==> src/rtl/controle_subtrator_serial.sv <==
// Bit-serial subtractor S = A - B, one full-subtractor cell reused LSB first; start -> done takes N+1 edges.
// No backpressure: start is sampled only in IDLE, and done is a one-cycle pulse that the consumer must catch.
module controle_subtrator_serial #(
    parameter int N = 8
) (
    input  logic         clk,
    input  logic         rst,
    input  logic         start,
    input  logic [N-1:0] A,
    input  logic [N-1:0] B,
    output logic [N:0]   S,
    output logic         busy,
    output logic         done
);

    localparam int CW = (N > 1) ? $clog2(N) : 1;
    localparam logic [CW-1:0] CNT_LAST = CW'(N - 1);

    typedef enum logic [1:0] {
        IDLE = 2'd0,
        CALC = 2'd1,
        DONE = 2'd2
    } state_t;

    state_t        r_state;
    state_t        w_state_nxt;
    logic [CW-1:0] r_cnt;
    logic          r_borrow;
    logic [N-1:0]  r_a;
    logic [N-1:0]  r_b;
    logic [N-1:0]  r_shift;
    logic [N:0]    r_s;

    logic          w_a_bit;
    logic          w_b_bit;
    logic          w_d;
    logic          w_bout;
    logic          w_last;
    logic [N-1:0]  w_shift_nxt;

    assign w_a_bit     = r_a[r_cnt];
    assign w_b_bit     = r_b[r_cnt];
    assign w_d         = w_a_bit ^ w_b_bit ^ r_borrow;
    assign w_bout      = (~w_a_bit & w_b_bit) | (~(w_a_bit ^ w_b_bit) & r_borrow);
    assign w_last      = (r_cnt == CNT_LAST);
    // Difference bits enter at the MSB, so after N shifts bit 0 sits at the LSB.
    assign w_shift_nxt = {w_d, r_shift[N-1:1]};

    always_ff @(posedge clk or posedge rst) begin
        if (rst) begin
            r_state <= IDLE;
        end else begin
            r_state <= w_state_nxt;
        end
    end

    always_comb begin
        w_state_nxt = r_state;
        unique case (r_state)
            IDLE:    if (start) w_state_nxt = CALC;
            CALC:    if (w_last) w_state_nxt = DONE;
            DONE:    w_state_nxt = IDLE;
            default: w_state_nxt = IDLE;
        endcase
    end

    always_ff @(posedge clk or posedge rst) begin
        if (rst) begin
            r_cnt    <= '0;
            r_borrow <= 1'b0;
            r_a      <= '0;
            r_b      <= '0;
            r_shift  <= '0;
            r_s      <= '0;
        end else begin
            unique case (r_state)
                IDLE: begin
                    if (start) begin
                        r_a      <= A;
                        r_b      <= B;
                        r_cnt    <= '0;
                        r_borrow <= 1'b0;
                    end
                end
                CALC: begin
                    r_shift  <= w_shift_nxt;
                    r_borrow <= w_bout;
                    if (w_last) begin
                        r_s <= {w_bout, w_shift_nxt};
                    end else begin
                        r_cnt <= r_cnt + 1'b1;
                    end
                end
                default: begin
                end
            endcase
        end
    end

    assign S    = r_s;
    assign busy = (r_state == CALC);
    assign done = (r_state == DONE);

endmodule

==> config.mk <==
export PLATFORM = sky130hd
export DESIGN_NAME = controle_subtrator_serial
export DESIGN_NICKNAME = d
export VERILOG_FILES = /design/src/rtl/controle_subtrator_serial.sv
export SDC_FILE = /design/constraint.sdc
export NUM_CORES = 1
export LEC_CHECK = 0
export BUFFER_PORTS_ARGS = -buffer_cell sky130_fd_sc_hd__buf_2
export CAP_MARGIN = 30
export CORE_MARGIN = 5
export CORE_UTILIZATION = 58
export DETAILED_ROUTE_END_ITERATION = 10
export PLACE_DENSITY = 0.9
export SLEW_MARGIN = 20
export SYNTH_ARGS = -nofsm -noshare
export SYNTH_HDL_FRONTEND = slang
export SYNTH_SLANG_ARGS = --single-unit
export TNS_END_PERCENT = 100
==> constraint.sdc <==
create_clock -name clk -period 3.59 [get_ports clk]
set_clock_uncertainty 0.15 [all_clocks]
set_input_delay 0.1795 -clock clk [delete_from_list [all_inputs] [get_ports clk]]
set_output_delay 0.1795 -clock clk [all_outputs]
set_load 0.005 [all_outputs]
== Word-level counts from Yosys, hierarchy flattened ==
Cells that the tools add are included.

* Bits in registers: 39

* Mux-type cells: 12
* Add/subtract/negate cells: 1
* Bitwise gates (word level): 7
* Eq/ne operators: 6
* Reductions and logical operators: 7
* Order comparisons: 1

{| class="wikitable"
|+ Operators by type and width
! cell !! count
|-
| $reduce_and A2 Y1 || 4
|-
| $bmux W1 S3 || 2
|-
| $mux W3 || 2
|-
| $pmux W3 S2 || 1
|-
| $lt A3 B4 Y1 const B || 1
|-
| $mux W2 || 2
|-
| $ne A2 B2 Y1 const B || 2
|-
| $pmux W2 S2 || 1
|-
| $add A3 B1 Y3 const B || 1
|-
| $eq A3 B3 Y1 const B || 1
|-
| $mux W1 || 3
|-
| $reduce_and A3 Y1 || 1
|-
| $and A1 B1 Y1 || 2
|-
| $eq A2 B1 Y1 const B || 1
|-
| $eq A2 B2 Y1 const B || 1
|-
| $logic_not A2 Y1 || 1
|-
| $ne A2 B1 Y1 const B || 1
|-
| $not A1 Y1 || 2
|-
| $pmux W1 S2 || 1
|-
| $reduce_bool A2 Y1 || 1
|-
| $xor A1 B1 Y1 || 2
|-
| $or A1 B1 Y1 || 1
|}

== Depth between registers and ports, before layout ==
* Depth after elaboration: 7
* Depth in mapped cells: 6
* Mapped depth without buffers: 5

== Worst setup path after synthesis ==
No wires, ideal clock.

* Path type: register to register
* From: register r_cnt[0]
* To: register r_shift[7]
* Path buffers: 1
* Arrival time: 1977 ps
* Cell stages (with the launch flop): 6
* Data required time: 3315 ps
* Setup slack: 1338 ps
* Cells stage by stage: dfrtp_1 > buf_6 > mux4_1 > mux2_2 > fa_1 > mux2_2

* Longest elaborated chain between the ends: 4
* Elaborated cells between the ends (all ways): 6
* Those cells by class: 4 x mux; 2 x bitwise

{| class="wikitable"
|+ RTL lines
! what !! line !! source
|-
| start: declaration || 27 || <nowiki>logic [CW-1:0] r_cnt;</nowiki>
|-
| start signal: assignment || 91 || <nowiki>r_cnt <= r_cnt + 1'b1;</nowiki>
|-
| $bmux W1 S3, on equally long branches || 41, 42 ||
|-
| $mux W1, on equally long branches || 41, 42 ||
|-
| $xor A1 B1 Y1 (*) (2 in a row) || 43 || <nowiki>assign w_d = w_a_bit ^ w_b_bit ^ r_borrow;</nowiki>
|-
| via w_d || 36 || <nowiki>logic w_d;</nowiki>
|-
| end signal: assignment || 86 || <nowiki>r_shift <= w_shift_nxt;</nowiki>
|-
| end: declaration || 31 || <nowiki>logic [N-1:0] r_shift;</nowiki>
|}

Mark *: on every way through the listed nets, which the timed path passes. The rest lies on a longest branch. The select of a mux whose other input is x is not followed.
A chain may end at the register's enable or synchronous reset.

== Final worst setup path ==
* From: register r_cnt[0]
* To: register r_s[7], in the netlist S[7]

* Longest elaborated chain between the ends: 4
* Elaborated cells between the ends (all ways): 8
* Those cells by class: 1 x eq/ne; 4 x mux; 2 x bitwise; 1 x reduce/logical

{| class="wikitable"
|+ RTL lines
! what !! line !! source
|-
| $bmux W1 S3, on equally long branches || 41, 42 ||
|-
| $mux W1, on equally long branches || 41, 42 ||
|-
| $xor A1 B1 Y1 (*) (2 in a row) || 43 ||
|-
| via w_d || 36 ||
|-
| end signal: assignment || 89 || <nowiki>r_s <= {w_bout, w_shift_nxt};</nowiki>
|-
| end: declaration || 32 || <nowiki>logic [N:0] r_s;</nowiki>
|}

Marks and branches as above.

==> flow_metrics.py <==
metrics = {
    "status": {
        "status": "finished clean",
    },
    "worst_setup_path": {
        "crit_fanout": 6,
        "crit_path_end_kind": "flip-flop",
        "crit_top_cell": "mux2_2",
        "arrival_ps": 2470,
        "critPathKind": "reg -> reg",
        "crit_path_start_kind": "flip-flop",
        "r2r_slack_ps": 1210,
        "critPathMaxStageDelay_ps": 590,
        "cp_slowest_cell": "mux4_1",
        "worst-path-buf-inv": 0,
        "critical_path.cell_chain": "mux4_1, mux2_2, fa_1, mux2_2",
        "cpLargestDelayFamily": "multiplexers",
        "required_ps": 3670,
    },
    "logic_synthesis": {
        "syn-num-nets": 121,
        "ys_ff_latch": 38,
        "yosysSeqAreaShare_pct": 58.73,
        "synth_warnings": 0,
        "synth.avg_cell_area_um2": 16.35,
        "syn_inst": 99,
        "synthDistinctLibCells": 19,
        "synth_area_um2": 1619,
    },
    "clocking": {
        "clock_sinks": 38,
        "cts-root-buf": "clkbuf_4",
        "ctsHtreeMaxLevel": 2,
        "hold_buffers": 17,
        "post_cts_buffers": 0,
        "cts_tree": "built",
        "post_cts_resized": 0,
        "path_clk_slew_ps": 110,
        "cts-buffers-inserted": 5,
        "clock_path_buffers": 2,
        "worstSkewPairLatency_ps": 340,
    },
    "floorplanning": {
        "rows": 19,
        "initial_core_util_pct": 59.74,
        "io_pins": 30,
        "dieWidth_um": 62.84,
        "die-area_um2": 3948,
        "coreArea_um2": 2710,
        "die_h_um": 62.84,
    },
    "grt": {
        "grt.total_usage_pct": 16.23,
        "antenna_found_initial": 0,
        "grt_use_met2_pct": 24.74,
        "grt_max_degree": 39,
        "grt_pass1_vias": 996,
        "grt-ovfl-total": 0,
        "gr-usage-met3_pct": 5.935,
        "grt_pass1_wl_mm": 4.954,
        "grt.busiest_layer": "met2",
        "use_met1_pct": 21.05,
    },
    "timing": {
        "rsz0062_at_grt": "no",
        "setup_viol": 0,
        "fmax_ghz": 0.4199,
        "fin_setup_tns_ps": 0,
        "slew_violations": 0,
        "fin_crit_ps": 2381,
        "slew_headroom_pct": 44.11,
        "fin_crit_sh_pct": 66.33,
        "worst_pin_slew_ps": 837.4,
        "whs_ps": 269.0,
        "hold_violations": 0,
        "timing.final.ws_setup_ps": 1209,
    },
    "routing": {
        "dr.pass1.iters": 4,
        "drt-initial-drc-count": 34,
        "detail_route.wl_per_cell_um": 16.07,
        "routed_wl_mm": 2.908,
        "drc": 0,
        "ant_nets": 0,
        "vias": 974,
        "viasPerCell": 5.381,
    },
    "flow_run": {
        "max-cap-violations": 0,
    },
    "layout": {
        "final_cell_mix": "38 x dfrtp_1, 33 x mux2_2, 29 x buf_2",
        "final_common_cell": "dfrtp_1",
        "final_nets": 171,
        "drive_gt1_share_pct": 48.00,
        "syn_to_final_growth_pct": 27.20,
        "antenna_cells": 0,
    },
    "power": {
        "finalPower_mw": 1.838,
        "p_leak_nw": 0.9691,
        "power_density_nw_per_um2": 892.4,
        "irDropWorstVdd_uv": 648.1,
    },
    "placed_design": {
        "place_hpwl_mm": 1.895,
        "port_buffers": 29,
        "gp_congestion": 0.7888,
        "pre_cts_ws_ps": 1214,
    },
    "worst_hold_path": {
        "hold_path_class": "in -> reg",
    },
}
[through the flow]
stage                     cell area [µm²]  cells  util (%)
after floorplan                      1619     99         -
after global placement               1778    156     65.60
after detailed placement             1778    156     65.60
after CTS                            2059    181     75.99
after global routing                 2059    181     75.99
final                                2059    181     75.99
[state kept, by name, indices dropped and copies added, names as in the netlist]
signal / flops
S: 9
r_a: 8
r_b: 8
r_borrow: 1
r_cnt: 3
r_shift: 7
r_state: 2
[cell families (layout without fill, tap and decap cells)]
group | Yosys count | count (layout) | share of synthesized area [%]
buf+inv | 8 | 59 | 2.936
mux | 38 | 38 | 30.06
simple gates | 8 | 8 | 3.633
fa+ha+maj | 3 | 3 | 2.782
compound gates | 4 | 4 | 1.855
flops | 38 | 38 | 58.73
[power by group]
group,total [mW],switching [mW],internal (mW)
Clock,0.376,0.140,0.236
Combinational,0.670,0.249,0.421
Sequential,0.792,0.146,0.646
Total,1.84,0.535,1.30
[cells in the mapped netlist]
| master | count | area (µm²) |
|---|---|---|
| nor3b_4 | 1 | 18.77 |
| dfrtp_1 | 38 | 950.9 |
| buf_6 | 2 | 22.52 |
| mux2i_1 | 1 | 10.01 |
| nand2_1 | 1 | 3.750 |
| nor2b_1 | 1 | 6.260 |
| a211oi_1 | 1 | 7.510 |
| nand3b_1 | 1 | 7.510 |
| mux4_1 | 4 | 105.1 |
| inv_1 | 4 | 15.01 |
| o21ai_0 | 1 | 5.000 |
| ha_1 | 2 | 25.02 |
| fa_1 | 1 | 20.02 |
| nor3b_1 | 1 | 7.510 |
| and2b_1 | 1 | 7.510 |
| a22o_1 | 2 | 17.52 |
| mux2_2 | 33 | 371.6 |
| buf_2 | 2 | 10.01 |
| nor2_1 | 2 | 7.510 |
[final timing paths]
| path | startpoint | endpoint | cells after the start |
|---|---|---|---|
| setup / recovery | r_cnt[0] | S[7] | 4 |
| hold / removal | start | r_borrow | 3 |
| setup reg to reg | r_cnt[0] | S[7] | 4 |
| hold reg to reg | r_b[1] | r_b[1] | 1 |
| max in group asynchronous | rst | r_a[6] | 4 |
| min in group asynchronous | rst | r_shift[3] | 4 |
[final cells by class]
type                            instances  area [µm²]
Inverter                                4       15.01
Sequential cell                        38       950.9
Fill cell                             154       650.6
Clock inverter                          2       60.06
Clock buffer                            6       51.30
Multi-Input combinational cell         53       620.6
Tap cell                               31       38.79
Timing Repair Buffer                   47       322.8
[tightest hold or removal path, cell delays in order]
cell and delay, ps:
buf_2 90, nor3b_4 210, a211oi_1 200
[layer usage]
layer / vias to the layer above / routed length [µm]
met4: 0 / 19
met3: 2 / 128
met5: - / 0
met1: 495 / 1265
met2: 17 / 1494
li1: 460 / -
(Power assumes the default switching activity.)
